**config.mk**
```make
export PLATFORM = sky130hd
export DESIGN_NAME = instruction_encode_loader
export DESIGN_NICKNAME = d
export VERILOG_FILES = /design/src/rtl/instruction_encode_loader.sv
export SDC_FILE = /design/constraint.sdc
export NUM_CORES = 1
export LEC_CHECK = 0
export CORE_MARGIN = 3
export CORE_UTILIZATION = 43
export DETAILED_ROUTE_END_ITERATION = 10
export PLACE_DENSITY = 0.79
export SYNTH_ARGS = -nofsm -noshare
export SYNTH_HDL_FRONTEND = slang
export SYNTH_SLANG_ARGS = --single-unit
```
**constraint.sdc**
```tcl
create_clock -name clk -period 2.2 [get_ports clk]
set_input_delay 0.22 -clock clk [delete_from_list [all_inputs] [get_ports clk]]
set_output_delay 0.22 -clock clk [all_outputs]
set_load 0.05 [all_outputs]
```
**src/rtl/instruction_encode_loader.sv**
```systemverilog
// Assembles RV32I instruction words from opcode/field bundles and writes them sequentially into instruction memory.
// Optional build macro IMM_RANGE_CHECK_EN: reject immediates that do not fit their encoding field instead of truncating.
module instruction_encode_loader #(
  parameter int ADDR_WIDTH = 8,
  parameter int DEPTH      = 256,
  parameter int BASE_ADDR  = 0
) (
  input  logic                  clk,
  input  logic                  rst,
  input  logic                  start,
  input  logic                  in_valid,
  output logic                  in_ready,
  input  logic                  in_last,
  input  logic [6:0]            opcode,
  input  logic [2:0]            func_3,
  input  logic                  func_7_bit_6,
  input  logic [4:0]            rd,
  input  logic [4:0]            rs1,
  input  logic [4:0]            rs2,
  input  logic [31:0]           immediate,
  output logic                  imem_write_enable,
  output logic [ADDR_WIDTH-1:0] imem_address,
  output logic [31:0]           imem_write_data,
  output logic                  busy,
  output logic                  done,
  output logic                  error,
  output logic [ADDR_WIDTH:0]   instruction_count
);

  // state   | meaning
  // S_IDLE  | after reset, waiting for start
  // S_LOAD  | session open, accepting field bundles
  // S_WRITE | encoded word on the imem write port for one cycle
  // S_DONE  | session closed (last word, full, or last on a rejected bundle)
  typedef enum logic [1:0] {
    S_IDLE  = 2'd0,
    S_LOAD  = 2'd1,
    S_WRITE = 2'd2,
    S_DONE  = 2'd3
  } state_t;

  localparam logic [ADDR_WIDTH:0]   DEPTH_C = (ADDR_WIDTH+1)'(DEPTH);
  localparam logic [ADDR_WIDTH-1:0] BASE_C  = ADDR_WIDTH'(BASE_ADDR);

  localparam logic [6:0] OP_R      = 7'h33;
  localparam logic [6:0] OP_LOAD   = 7'h03;
  localparam logic [6:0] OP_IMM    = 7'h13;
  localparam logic [6:0] OP_JALR   = 7'h67;
  localparam logic [6:0] OP_STORE  = 7'h23;
  localparam logic [6:0] OP_BRANCH = 7'h63;
  localparam logic [6:0] OP_AUIPC  = 7'h17;
  localparam logic [6:0] OP_LUI    = 7'h37;
  localparam logic [6:0] OP_JAL    = 7'h6F;

  generate
    if (DEPTH > (2 ** ADDR_WIDTH)) begin : g_depth_check
      $error("DEPTH exceeds the instruction-memory address space");
    end
  endgenerate

  state_t                state_q;
  state_t                state_nxt;
  logic [ADDR_WIDTH:0]   count_q;
  logic [ADDR_WIDTH:0]   count_inc;
  logic [31:0]           data_q;
  logic [ADDR_WIDTH-1:0] addr_q;
  logic                  last_q;
  logic                  error_q;

  logic [31:0]           enc_data;
  logic                  fmt_ok;
  logic                  imm_ok;
  logic                  is_shift;
  logic                  accept;
  logic                  reject;

  assign is_shift  = (opcode == OP_IMM) && ((func_3 == 3'b001) || (func_3 == 3'b101));
  assign count_inc = count_q + 1'b1;

  always_comb begin
    enc_data = 32'd0;
    fmt_ok   = 1'b1;
    case (opcode)
      OP_R:
        enc_data = {1'b0, func_7_bit_6, 5'b0, rs2, rs1, func_3, rd, opcode};
      OP_LOAD, OP_IMM, OP_JALR: begin
        if (is_shift)
          enc_data = {1'b0, func_7_bit_6, 5'b0, immediate[4:0], rs1, func_3, rd, opcode};
        else
          enc_data = {immediate[11:0], rs1, func_3, rd, opcode};
      end
      OP_STORE:
        enc_data = {immediate[11:5], rs2, rs1, func_3, immediate[4:0], opcode};
      OP_BRANCH:
        enc_data = {immediate[12], immediate[10:5], rs2, rs1, func_3,
                    immediate[4:1], immediate[11], opcode};
      OP_AUIPC, OP_LUI:
        enc_data = {immediate[31:12], rd, opcode};
      OP_JAL:
        enc_data = {immediate[20], immediate[10:1], immediate[11], immediate[19:12], rd, opcode};
      default:
        fmt_ok = 1'b0;
    endcase
  end

`ifdef IMM_RANGE_CHECK_EN
  // Signed fit is tested by requiring all bits above the field's sign bit to replicate it.
  always_comb begin
    imm_ok = 1'b1;
    case (opcode)
      OP_LOAD, OP_IMM, OP_JALR: begin
        if (is_shift)
          imm_ok = (immediate[31:5] == 27'd0);
        else
          imm_ok = (immediate[31:11] == {21{immediate[11]}});
      end
      OP_STORE:
        imm_ok = (immediate[31:11] == {21{immediate[11]}});
      OP_BRANCH:
        imm_ok = (immediate[31:12] == {20{immediate[12]}}) && !immediate[0];
      OP_AUIPC, OP_LUI:
        imm_ok = (immediate[11:0] == 12'd0);
      OP_JAL:
        imm_ok = (immediate[31:20] == {12{immediate[20]}}) && !immediate[0];
      default:
        imm_ok = 1'b1;
    endcase
  end
`else
  assign imm_ok = 1'b1;
`endif

  assign accept = in_valid && in_ready;
  assign reject = !fmt_ok || !imm_ok;

  always_ff @(posedge clk) begin
    if (rst)
      state_q <= S_IDLE;
    else
      state_q <= state_nxt;
  end

  always_comb begin
    state_nxt = state_q;
    case (state_q)
      S_IDLE:
        if (start) state_nxt = S_LOAD;
      S_LOAD: begin
        if (count_q >= DEPTH_C)
          state_nxt = S_DONE;
        else if (accept) begin
          if (reject)
            state_nxt = in_last ? S_DONE : S_LOAD;
          else
            state_nxt = S_WRITE;
        end
      end
      S_WRITE:
        state_nxt = (last_q || (count_inc == DEPTH_C)) ? S_DONE : S_LOAD;
      S_DONE:
        if (start) state_nxt = S_LOAD;
      default:
        state_nxt = S_IDLE;
    endcase
  end

  always_comb begin
    in_ready          = 1'b0;
    imem_write_enable = 1'b0;
    busy              = 1'b0;
    done              = 1'b0;
    case (state_q)
      S_LOAD: begin
        in_ready = (count_q < DEPTH_C);
        busy     = 1'b1;
      end
      S_WRITE: begin
        imem_write_enable = 1'b1;
        busy              = 1'b1;
      end
      S_DONE:
        done = 1'b1;
      default: ;
    endcase
  end

  // Address is captured at accept so a rejected bundle leaves the last written address on the port.
  always_ff @(posedge clk) begin
    if (rst) begin
      count_q <= '0;
      data_q  <= 32'd0;
      addr_q  <= '0;
      last_q  <= 1'b0;
      error_q <= 1'b0;
    end else begin
      case (state_q)
        S_IDLE, S_DONE: begin
          if (start) begin
            count_q <= '0;
            error_q <= 1'b0;
          end
        end
        S_LOAD: begin
          if (accept) begin
            if (reject) begin
              error_q <= 1'b1;
            end else begin
              data_q <= enc_data;
              addr_q <= BASE_C + count_q[ADDR_WIDTH-1:0];
              last_q <= in_last;
            end
          end
        end
        S_WRITE: begin
          count_q <= count_inc;
          if ((count_inc == DEPTH_C) && !last_q)
            error_q <= 1'b1;
        end
        default: ;
      endcase
    end
  end

  assign imem_address      = addr_q;
  assign imem_write_data   = data_q;
  assign error             = error_q;
  assign instruction_count = count_q;

endmodule
```
==> impl_summary.txt, run 1 <==
----------------------------------------------------
[Clock network]
  TritonCTS clock tree ... done
  Clock tree buffer depth ... 2
  Number of buffers created by CTS ... 5
  Clock tree root driver cell ... sky130_fd_sc_hd__clkbuf_8
  Clock transition at the registers of the reported paths ... 0.10 ns
  H-Tree Level Count ... 2
  Number of hold buffers added after CTS ... 0
  Number of sinks driven by the clock tree ... 53
  Resized cells post-CTS ... 0
  Clock insertion delay at the later pin of the skew report ... 0.31 ns
  Setup Fix Bufs, Post-CTS ... 0

[Synth]
  Register bit count reported by yosys ... 53
  Post-synth EDFFs ... 0
  Sequential share of the synthesized area ... 0.390
  Library cells used by synthesis ... 49
  Dominant synthesized flop cell ... sky130_fd_sc_hd__dfxtp_1
  Share of flip-flops with an asynchronous set or reset after synthesis ... 0
  Net count after synthesis ... 409
  Count of mapped cells out of synthesis ... 340
  Syn Std Cell Area ... 2720 µm²
  Mean instance size in the synthesized netlist ... 8.01 µm²
  Synth Warn # ... 0

[Outcome]
  Outcome ... completed

[Pwr]
  P per Cell Area ... 492 nW/µm²
  Max IR drop VDD ... 0.383 mV
  Leak Pwr ... 1.58 nW
  Total power ... 0.00207 W

[Worst hold path]
  Class of the most critical hold timing path ... in2reg
  Critical hold path startpoint ... rst
  WHS Path Cells ... 2
  Endpoint with the worst hold slack ... instruction_count[6]

[Final layout]
  Filler cell count in the final layout ... 501
  Total area of multi-input combinational cells ... 1490 µm²
  Most frequent cells in the layout ... 112 x sky130_fd_sc_hd__clkdlybuf4s50_1, 50 x sky130_fd_sc_hd__nor2_1, 49 x sky130_fd_sc_hd__dfxtp_1
  FF+latch area ... 1070 µm²
  Final Net Count ... 538
  Area delta synth->final ... 54.4%
  Number of antenna repair diodes ... 0
  Cell area after layout ... 4200 µm²
  Proportion of layout cells with a drive suffix above 1 ... 0.119
  Most frequent standard cell in the layout excluding fill and tap cells ... sky130_fd_sc_hd__clkdlybuf4s50_1
  Final core occ ... 0.697

[STA]
  Max Slew Vio Count ... 0
  Slew of the pin with the lowest slew margin ... 0.676 ns
  Shortest clock period the worst path allows after layout ... 1.98 ns
  Final period util ... 0.900
  Worst-case headroom to the max-slew limit ... 0.546
  Worst-case setup margin in the final layout ... 0.221 ns
  Final hold violation count ... 0
  Setup TNS ... 0 ns
  Achievable clock frequency ... 0.505 GHz
  Clock tree skew after final layout ... 0.00652 ns
  Unrepaired setup endpoints after global routing ... no
  Count of final setup violators ... 0

[Global routing]
  First-pass GRT wire length ... 13700 µm
  Initial antenna violation count ... 0
  Total routing usage reported by global routing ... 0.229
  Pin count of the biggest net entering global routing ... 33
  Overflow left after global routing ... 0
  Vias in the first global route ... 2770

[Drt]
  Initial DRT Pass Iterations ... 4
  Total via count after detailed routing ... 2984
  Number of DRC violations after detailed-routing iteration 0 ... 205
  Post-DR wirelength/cell ... 16.2 µm
  Drt via density ... 5.48
  Count of antenna-violating nets left after detailed routing ... 0
  Total length of routed wires ... 8800 µm
  Drc violations ... 0

[Setup path]
  Worst r2r dst ... error
  Launch point of the worst reg-to-reg path ... instruction_count[3]
  Highest net fanout along the worst path ... 10
  Number of cell instances on the worst register-to-register path ... 6
  WS Path Type ... reg2reg
  Flop2flop setup slack ... 0.22 ns
  Required time at the endpoint of the critical path ... 2.41 ns
  Crit path launch type ... register
  Worst EP arrival ... 2.19 ns
  Critical Path End Type ... register

[Floorplan]
  Die Ht ... 85.6 µm
  Horizontal die dimension ... 85.6 µm
  Ports ... 117
  Number of placement rows ... 28
  Starting utilization of the core area ... 0.452
  Core Area ... 6030 µm²
  Die ar. ... 7320 µm²

[Place]
  HPWL reported at the end of detailed placement ... 6640 µm
  Input/output buffers ... 116
  Routability congestion estimate from global placement ... 0.886
  Placed Area ... 4090 µm²
  Setup WS pre-CTS ... -0.0727 ns

[Job]
  Max_cap viols ... 0

----------------------------------------------------
==> registers in the layout, indices dropped and copies added (netlist names) <==
name,flops
imem_write_data,32
state_q,2
last_q,1
error,1
instruction_count,9
imem_address,8
==> report_power, final <==
| group | total, W | switching [W] | leakage, nW | internal [W] |
|---|---|---|---|---|
| Combinational | 0.000411 | 0.000219 | 1.10 | 0.000192 |
| Sequential | 0.000982 | 0.00000927 | 0.430 | 0.000973 |
| Clock | 0.000676 | 0.000334 | 0.0554 | 0.000342 |
| Total | 0.00207 | 0.000562 | 1.58 | 0.00151 |
==> cells in the mapped netlist, drive strengths merged (2+ instances only) <==
master	number	area, µm²
dfxtp	53	1060
nor2	50	188
nand2	39	154
a21oi	27	139
nor3	22	110
a221oi	20	181
clkbuf	14	52.6
inv	13	48.8
nand3	12	60.1
buf	11	72.6
a211oi	8	65.1
o21ai	7	35.0
and3	6	37.5
ha	6	75.1
a222oi	5	50.1
a22oi	5	37.5
mux2i	5	50.1
nor2b	5	31.3
a211o	3	26.3
mux2	3	33.8
nand4	3	18.8
a21o	2	15.0
a2bb2oi	2	17.5
a32oi	2	17.5
nand2b	2	20.0
nor4	2	12.5
==> final cells by class <==
class / count / share of cell area
multi-input combinational: 249 / 0.354
timing repair buffer: 147 / 0.332
sequential: 53 / 0.254
tap: 75 / 0.0223
clock buffer: 6 / 0.0173
inverter: 13 / 0.0116
clock inverter: 2 / 0.00923
==> critical path, stage by stage (launching register included) <==
cell and delay, ns:
sky130_fd_sc_hd__dfxtp_2 0.43, sky130_fd_sc_hd__and3_1 0.21, sky130_fd_sc_hd__nor4bb_1 0.30, sky130_fd_sc_hd__o32a_1 0.23, sky130_fd_sc_hd__nand4_1 0.10, sky130_fd_sc_hd__a221oi_2 0.26
sky130_fd_sc_hd__mux2_1 0.34
==> worst max path at each step <==
stage,from,end,cells after the start
after floorplan,instruction_count[5],error,6
after global routing,instruction_count[4],error,6
after CTS,opcode[5],imem_write_data[7],8
final,instruction_count[3],error,6
after detailed placement,opcode[5],imem_write_data[7],8
after global placement,opcode[4],error,7
==> layer usage <==
metal	GRT usage	part of all wire	vias to the layer above
met1	0.305	0.45	1385
met2	0.386	0.48	95
li1	-	-	1495
met3	0.0365	0.056	9
met5	0	0	-
met4	0.0590	0.013	0
==> metrics by stage <==
stage / cells / hold WS [ns]
global placement: 537 / 0.449
floorplan: 340 / 0.356
finish: 545 / 0.388
CTS: 545 / 0.382
detailed placement: 537 / 0.455
global route: 545 / 0.412
==> cells by family after synthesis <==
kind of cell	count (synthesis)	synth area share
adder cells (fa/ha/maj)	6	0.0276
AO/OA/AOI/OAI	87	0.233
AND/OR/NAND/NOR	147	0.251
multiplexers	8	0.0308
buffers and inverters	38	0.0639
XOR/XNOR	1	0.00322
flip-flops	53	0.390
Power figures use the tool's default switching activity.
==> run 2: changes to the inputs <==
Settings changed: CORE_UTILIZATION 43 to 25, PLACE_DENSITY 0.79 to 0.5.
==> run 2 against run 1 <==
  * Clock power is 17% lower
  * Die area increased by 66%
  * Clock-buffer cell count did not move
  * Largest cell class unchanged
==> impl_summary.txt, run 2 (synthesized netlist as in run 1, its figures left out) <==
----------------------------------------------------
[Setup path]
  Flop2flop setup slack ... 0.18 ns (was 0.22 ns)
  Highest net fanout along the worst path ... 14 (was 10)
  Worst EP arrival ... 2.23 ns (was 2.19 ns)
  Critical Path End Type ... register (unchanged)
  Worst-path cell with the longest stage delay ... sky130_fd_sc_hd__clkdlybuf4s50_1 (was sky130_fd_sc_hd__dfxtp_2)
  Launch point of the worst reg-to-reg path ... instruction_count[3] (unchanged)
  Slowest Stage Delay on Critical Path ... 0.51 ns (was 0.43 ns)
  Worst r2r dst ... error (unchanged)
  Crit path launch type ... input pin (was register)
  WS Path Type ... in2reg (was reg2reg)
  Crit-path cells ... clkdlybuf4s50_1, nand2b_4, a211o_1, a21oi_2, nand3_1, buf_4, a221oi_1, nor3_1 (was and3_1, nor4bb_1, o32a_1, nand4_1, a221oi_2, mux2_1)
  Required time at the endpoint of the critical path ... 2.39 ns (was 2.41 ns)
  Number of cell instances on the worst register-to-register path ... 6 (unchanged)

[STA]
  Count of final setup violators ... 0 (unchanged)
  Clock tree skew after final layout ... 0.00768 ns (was 0.00652 ns)
  Worst hold slack ... 0.427 ns (was 0.388 ns)
  Shortest clock period the worst path allows after layout ... 2.04 ns (was 1.98 ns)
  Worst-case setup margin in the final layout ... 0.159 ns (was 0.221 ns)
  Slew of the pin with the lowest slew margin ... 0.721 ns (was 0.676 ns)
  Max Slew Vio Count ... 0 (unchanged)
  Achievable clock frequency ... 0.490 GHz (was 0.505 GHz)
  Final hold violation count ... 0 (unchanged)
  Final period util ... 0.928 (was 0.900)
  Worst-case headroom to the max-slew limit ... 0.516 (was 0.546)
  Unrepaired setup endpoints after global routing ... no (unchanged)

[Floorplan]
  Ports ... 117 (unchanged)
  Die Ht ... 110 µm (was 85.6 µm)
  Starting utilization of the core area ... 0.260 (was 0.452)
  Die ar. ... 12200 µm² (was 7320 µm²)
  Number of placement rows ... 37 (was 28)
  Horizontal die dimension ... 110 µm (was 85.6 µm)
  Core Area ... 10500 µm² (was 6030 µm²)

[Pwr]
  Switching Power ... 0.000568 W (was 0.000562 W)
  Relative contribution of combinational cells to total power ... 0.213 (was 0.199)
  Clock network power share ... 0.286 (was 0.327)
  Reg power frac ... 0.502 (was 0.475)
  P per Cell Area ... 458 nW/µm² (was 492 nW/µm²)
  Fraction of power spent switching nets ... 0.291 (was 0.272)
  Max IR drop VDD ... 0.214 mV (was 0.383 mV)
  Total power ... 0.00195 W (was 0.00207 W)
  Leak Pwr ... 1.57 nW (was 1.58 nW)
  Cell Int Power ... 0.00139 W (was 0.00151 W)

[Final layout]
  Filler cell count in the final layout ... 1098 (was 501)
  Number of standard cells in the layout, taps in and fillers out ... 606 (was 545)
  Most frequent cells in the layout ... 112 x sky130_fd_sc_hd__clkdlybuf4s50_1, 50 x sky130_fd_sc_hd__nor2_1, 49 x sky130_fd_sc_hd__dfxtp_1 (unchanged)
  Number of antenna repair diodes ... 0 (unchanged)
  Area delta synth->final ... 56.7% (was 54.4%)
  Proportion of layout cells with a drive suffix above 1 ... 0.119 (unchanged)
  Most frequent standard cell in the layout excluding fill and tap cells ... sky130_fd_sc_hd__clkdlybuf4s50_1 (unchanged)
  Final Net Count ... 538 (unchanged)
  Cell area after layout ... 4270 µm² (was 4200 µm²)
  Flip-flop count of the largest register, all copies and words added ... 32 (unchanged)

[Drt]
  Total length of routed wires ... 9580 µm (was 8800 µm)
  Drc violations ... 0 (unchanged)
  Count of antenna-violating nets left after detailed routing ... 0 (unchanged)
  Post-DR wirelength/cell ... 15.8 µm (was 16.2 µm)
  Number of DRC violations after detailed-routing iteration 0 ... 125 (was 205)
  Total via count after detailed routing ... 2994 (was 2984)
  Drt via density ... 4.94 (was 5.48)
  Initial DRT Pass Iterations ... 5 (was 4)

[Clock network]
  Clock tree root driver cell ... sky130_fd_sc_hd__clkbuf_8 (unchanged)
  Number of hold buffers added after CTS ... 0 (unchanged)
  Number of sinks driven by the clock tree ... 53 (unchanged)
  TritonCTS clock tree ... done (unchanged)
  H-Tree Level Count ... 2 (unchanged)
  Number of buffers created by CTS ... 5 (unchanged)
  Clock insertion delay at the later pin of the skew report ... 0.31 ns (about the same)
  Clock transition at the registers of the reported paths ... 0.10 ns (about the same)
  Clock tree buffer depth ... 2 (unchanged)
  Resized cells post-CTS ... 0 (unchanged)
  Setup Fix Bufs, Post-CTS ... 0 (unchanged)

[Global routing]
  Total routing usage reported by global routing ... 0.150 (was 0.229)
  Vias in the first global route ... 2879 (was 2770)
  First-pass GRT wire length ... 14400 µm (was 13700 µm)
  Pin count of the biggest net entering global routing ... 35 (was 33)
  Global routing met3 resource utilization ... 0.0384 (was 0.0365)
  Initial antenna violation count ... 0 (unchanged)
  Met2 Use GR ... 0.246 (was 0.386)
  Global route hottest layer ... met2 (unchanged)
  Overflow left after global routing ... 0 (unchanged)
  GR met1 Demand/Resource ... 0.197 (was 0.305)

[Place]
  Placed Area ... 4180 µm² (was 4090 µm²)
  Input/output buffers ... 116 (unchanged)
  Routability congestion estimate from global placement ... 0.825 (was 0.886)
  HPWL reported at the end of detailed placement ... 7310 µm (was 6640 µm)
  Placed Cells ... 598 (was 537)
  Setup WS pre-CTS ... -0.140 ns (was -0.0727 ns)

[Worst hold path]
  Critical hold path startpoint ... rst (unchanged)
  Endpoint with the worst hold slack ... instruction_count[6] (unchanged)
  WHS Path Cells ... 2 (unchanged)
  Class of the most critical hold timing path ... in2reg (unchanged)

[Outcome]
  Outcome ... completed (unchanged)

[Job]
  Max_cap viols ... 0 (unchanged)

----------------------------------------------------
## run 2: cell count changes in the layout (fill, tap and decap cells not counted)
cell	before	now
sky130_fd_sc_hd__bufinv_16	1	0
sky130_fd_sc_hd__buf_4	33	32
sky130_fd_sc_hd__dfxtp_2	4	3
sky130_fd_sc_hd__clkinv_2	0	2
sky130_fd_sc_hd__dfxtp_4	0	1
sky130_fd_sc_hd__buf_12	1	2
sky130_fd_sc_hd__clkinv_4	1	0
## run 2: worst max-delay path by stage
stage,startpoint,end,slack (ns),depth (start not counted)
after floorplan,instruction_count[5],error,0.02,6
after global placement,opcode[4],error,-0.10,7
after detailed placement,opcode[4],imem_write_data[10],-0.14,8
after CTS,instruction_count[1],error,0.16,7
after global routing,opcode[4],imem_write_data[14],0.03,7
final,opcode[4],imem_write_data[10],0.16,8
## run 2: power by group through the flow
stage          Clock, W  Sequential [W]  Combinational (W)
5_1_grt        0.000610        0.000982           0.000448
6_report       0.000558        0.000980           0.000416
4_1_cts        0.000574        0.000982           0.000418
3_5_place_dp          0         0.00100           0.000415
2_1_floorplan         0         0.00104           0.000164
3_3_place_gp          0         0.00100           0.000416
## run 2: area by class of cell
cell class,count,area (µm²),share of cell area
clock buffers,6,72.6,0.0170
flip-flops and latches,53,1070,0.251
clock inverters,2,10.0,0.00235
inverters,13,48.8,0.0114
well taps,136,170,0.0399
repair buffers,147,1410,0.330
multi-input cells,249,1490,0.349
## run 2: layer usage
layer  vias to the layer above  share of wire
met1                      1378           0.47
li1                       1493              -
met5                         -              0
met2                       113           0.43
met4                         0          0.012
met3                        10          0.087
## run 2: worst max-delay path, delay by kind of cell
family	cells	cell delay, ns
buffers and inverters	2	0.77
AOI/OAI and AO/OA	3	0.76
and+or+nand+nor	3	0.48
## run 2: per-stage QoR
step / setup TNS, ns / util
2_1_floorplan: 0 / -
3_3_place_gp: -0.388 / 0.400
3_5_place_dp: -2.48 / 0.400
4_1_cts: 0 / 0.407
5_1_grt: 0 / 0.408
6_report: 0 / 0.408
==> variant 1: new RTL, config.mk and constraints of run 1 <==
The 4 states of `state_t` get a one-hot encoding in 4 bits.
--- a/src/rtl/instruction_encode_loader.sv
+++ b/src/rtl/instruction_encode_loader.sv
@@ -33,9 +33,9 @@
   // S_WRITE | encoded word on the imem write port for one cycle
   // S_DONE  | session closed (last word, full, or last on a rejected bundle)
-  typedef enum logic [1:0] {
-    S_IDLE  = 2'd0,
-    S_LOAD  = 2'd1,
-    S_WRITE = 2'd2,
-    S_DONE  = 2'd3
+  typedef enum logic [3:0] {
+    S_IDLE  = 4'b0001,
+    S_LOAD  = 4'b0010,
+    S_WRITE = 4'b0100,
+    S_DONE  = 4'b1000
   } state_t;
 
Behaviour: same outputs for any inputs over 10 cycles, from zero or initial values and one cycle with rst high; not proved beyond that.
==> variant 1 against run 1 <==
Power fell by 5.2%. Critical path type is now register to output port. Cell count down 3.7%. Combinational power down 39%. Maximum frequency is 4.4% lower. Via count decreased by 0.74%. Utilization increased by 0.060 points. Sequential cell count increased by 2. Setup slack got worse by 0.092 ns. Clock power rose by 4.3%. Clock skew about the same. Highest routed layer unchanged. Area after synthesis rose by 2.0%. Routed wire length is essentially flat. Final area increased by 1.3%. Largest power group unchanged.
==> variant 1: results (changes against run 1) <==
| Metric | Value |
|---|---|
| Outcome | `complete, no violations (unchanged)` |
| Worst-path fanout max | `6 (was 10)` |
| DR iter-0 viols | `157 (was 205)` |
| WHS | `0.3435 ns (was 0.3878 ns)` |
| GRT met3 Usage | `0.06274 (was 0.03650)` |
| Register area share after synthesis | `0.3966 (was 0.3897)` |
| Critical Path Source | `state_q[3]$_SDFFE_PP0P_ (was instruction_count[3]$_SDFFE_PP0P_)` |
| First-pass GRT wire length | `14270 µm (was 13660 µm)` |
| Capturing point of the worst reg2reg path | `imem_write_data[20]$_SDFFE_PP0P_ (was error$_SDFFE_PP0P_)` |
| Placed Cells | `517 (was 537)` |
| Leak | `0.001492 µW (was 0.001581 µW)` |
| Synth Instances | `325 (was 340)` |
| Commonest cells post-synth | `55 x dfxtp_1, 51 x nor2_1, 34 x nand2_1 (was 53 x dfxtp_1, 50 x nor2_1, 38 x nand2_1)` |
| Max VDD drop | `0.4260 mV (was 0.3829 mV)` |
| RR Startpoint | `state_q[2]$_SDFFE_PP0P_ (was instruction_count[3]$_SDFFE_PP0P_)` |
| Met1 WL | `3889 µm (was 3991 µm)` |
| Routed met2 length | `4089 µm (was 4209 µm)` |
| Skew final | `0.006356 ns (was 0.006519 ns)` |
| Adder-cell area share of the yosys netlist | `0.009013 (was 0.02757)` |
| Synth area leaders | `dfxtp_1 40%, nor2_1 6.9%, a221oi_1 6.3% (was dfxtp_1 39%, nor2_1 6.9%, a221oi_1 6.1%)` |
| Synth cell types | `58 (was 49)` |
| Nets | `514 (was 538)` |
| Layout cells sized above 1 | `0.1267 (was 0.1191)` |
| Slew margin rel. | `0.5833 (was 0.5463)` |
| Largest net degree at the start of global routing | `27 (was 33)` |
| CP arrival | `1.85 ns (was 2.19 ns)` |
| Detailed-route via count | `2962 (was 2984)` |
| Dpl hpwl | `6576 µm (was 6644 µm)` |
| DP Area | `4138 µm² (was 4091 µm²)` |
==> variant 1: cell count changes in the layout (fill, tap and decap cells not counted), moves of 5 or more <==
cell and change:
mux2i_1 -5, a211oi_1 -5, buf_4 -13, inv_1 -6, nand3_1 -6, nand3b_1 +5, dfxtp_1 +6, buf_12 +5
==> variant 1: where the power goes <==
part	leakage, µW	switching [µW]	internal [µW]
logic	0.000988	106	144
clock network	0.0000612	336	369
registers	0.000443	5.55	1000
==> variant 1: cell type report <==
cell class | count | area, µm² | area share
Inverter | 8 | 30.03 | 0.007057
Tap cell | 75 | 93.84 | 0.02205
Multi-Input combinational cell | 240 | 1516 | 0.3564
Sequential cell | 55 | 1101 | 0.2587
Clock buffer | 6 | 82.58 | 0.01941
Clock inverter | 2 | 35.03 | 0.008233
Timing Repair Buffer | 139 | 1396 | 0.3281
==> variant 1: worst max-delay path, cell delays in order, from the launching register on <==
cell and delay, ns:
dfxtp_1 0.44, nand2b_1 0.10, nor3_1 0.16, clkdlybuf4s50_1 0.84
==> variant 2: new RTL, config.mk and constraints of run 1 <==
Made on the original files. The parameter `DEPTH` goes from 256 to 192.
--- a/src/rtl/instruction_encode_loader.sv
+++ b/src/rtl/instruction_encode_loader.sv
@@ -3,5 +3,5 @@
 module instruction_encode_loader #(
   parameter int ADDR_WIDTH = 8,
-  parameter int DEPTH      = 256,
+  parameter int DEPTH      = 192,
   parameter int BASE_ADDR  = 0
 ) (
Behaviour: no difference found for any inputs over 4 cycles, from zero or initial values and one cycle with rst high; that may be too few to reach the edited logic, so the function may still have changed.
==> variant 2 against run 1 <==
Sequential cell count unchanged. Die area down 1.5%. Setup slack worse by 0.032 ns. Area after synthesis down 1.6%. Clock power up 13%. Maximum frequency down 1.6%. Non-clock buffer count down 5. Power up 6.3%. Hold slack better by 0.037 ns. Routed wire length down 1.5%. Critical path depth unchanged. Final area down 0.60%. Critical path type unchanged. Critical endpoint unchanged.
==> variant 2: results (changes against run 1) <==
| Metric | Value |
|---|---|
| Outcome | `complete, no violations (unchanged)` |
| RR Startpoint | `instruction_count[6]$_SDFFE_PP0P_ (was instruction_count[3]$_SDFFE_PP0P_)` |
| Adder-cell area share of the yosys netlist | `0.03270 (was 0.02757)` |
| Synth Instances | `331 (was 340)` |
| Reg2Reg Setup Slack | `0.19 ns (was 0.22 ns)` |
| Synth cell types | `52 (was 49)` |
| DR iter-0 viols | `216 (was 205)` |
| DP Area | `4024 µm² (was 4091 µm²)` |
| Synthesis-to-layout area growth | `55.96% (was 54.37%)` |
| CP max-delay cell | `dfxtp_1 (was dfxtp_2)` |
| WHS | `0.4245 ns (was 0.3878 ns)` |
| Met3 WL post-DR | `523 µm (was 490 µm)` |
| Max VDD drop | `0.4114 mV (was 0.3829 mV)` |
| Placed Cells | `522 (was 537)` |
| Skew final | `0.009073 ns (was 0.006519 ns)` |
| Detailed-route via count | `3005 (was 2984)` |
| Place WS | `-0.008703 ns (was -0.07272 ns)` |
| Drt wl/cell | `16.36 µm (was 16.15 µm)` |
| Fraction of area in multi-input gates | `0.3543 (about the same)` |
| Slew margin rel. | `0.5281 (was 0.5463)` |
| Nets | `524 (was 538)` |
| Non-clock buffers | `142 (was 147)` |
| Met1 WL | `3596 µm (was 3991 µm)` |
| Synth area leaders | `dfxtp_1 40%, a221oi_1 6.2%, nor2_1 5.9% (was dfxtp_1 39%, nor2_1 6.9%, a221oi_1 6.1%)` |
| Multiplexer share of the synthesized area | `0.007940 (was 0.03079)` |
| CP arrival | `2.24 ns (was 2.19 ns)` |
| Routed met2 length | `4333 µm (was 4209 µm)` |
| Number of global-route vias before repair | `2876 (was 2770)` |
| Largest net degree at the start of global routing | `35 (was 33)` |
| Final non-filler cell total | `530 (was 545)` |
| Signal buf overhead | `0.3276 (was 0.3316)` |
| Number of sequential cells | `53 (unchanged)` |
| #MultiIn Comb | `243 (was 249)` |
| First-pass GRT wire length | `13960 µm (was 13660 µm)` |
| Logic inverters | `9 (was 13)` |
| Clk cell area share | `0.03205 (was 0.02650)` |
| Register area | `1067 µm² (was 1066 µm²)` |
| CP delay by family, top | `compound AO/OA/AOI/OAI gates (was simple AND/OR/NAND/NOR gates)` |
| DRT Pass-1 Iters | `5 (was 4)` |
| Dpl hpwl | `6556 µm (was 6644 µm)` |
| Hold Path End | `instruction_count[5]$_SDFFE_PP0P_ (was instruction_count[6]$_SDFFE_PP0P_)` |
| Clock buffers | `5 (was 6)` |
-- variant 2: cell types whose count changed after synthesis, moves of 4 or more --
cell | before | now
nand3_1 | 12 | 7
mux2i_1 | 5 | 1
nor2_1 | 50 | 42
nor3_1 | 22 | 28
a21o_1 | 2 | 6
buf_2 | 4 | 8
inv_1 | 13 | 9
a21oi_1 | 26 | 21
-- variant 2: worst reg2reg max path: stages, from the launching register on --
cell and delay (ns):
dfxtp_1 0.50, nand3_1 0.24, nor4_2 0.33, a311oi_1 0.12, o41ai_2 0.40, a21oi_1 0.12, a311oi_1 0.23
-- variant 2: how the worst max path moves through the flow --
stage / start / endpoint / slack, ns
global placement: opcode[3] / error$_SDFFE_PP0P_ / 0.02
finish: instruction_count[6]$_SDFFE_PP0P_ / error$_SDFFE_PP0P_ / 0.19
detailed placement: opcode[3] / imem_write_data[28]$_SDFFE_PP0P_ / -0.009
floorplan: instruction_count[6]$_SDFFE_PP0P_ / error$_SDFFE_PP0P_ / 0.005
CTS: instruction_count[2]$_SDFFE_PP0P_ / error$_SDFFE_PP0P_ / 0.13
global route: instruction_count[6]$_SDFFE_PP0P_ / error$_SDFFE_PP0P_ / -0.006
-- variant 2: metal layers --
| metal | GRT usage | vias up |
|---|---|---|
| li1 | - | 1467 |
| met4 | 0.06619 | 0 |
| met3 | 0.04175 | 15 |
| met5 | 0 | - |
| met2 | 0.4085 | 126 |
| met1 | 0.2995 | 1397 |
-- variant 2: power by group through the flow --
stage	logic, µW	clock network, µW	registers (µW)
finish	442	767	990
global route	472	825	992
CTS	439	784	990
global placement	432	0	1010
detailed placement	435	0	1010
floorplan	172	0	1060
-- variant 2: timing repair --
action / in CTS / in global routing
hold buffers: 0 / 0
endpoints found under the setup margin: 0 / 1
gates resized for setup: 0 / 5
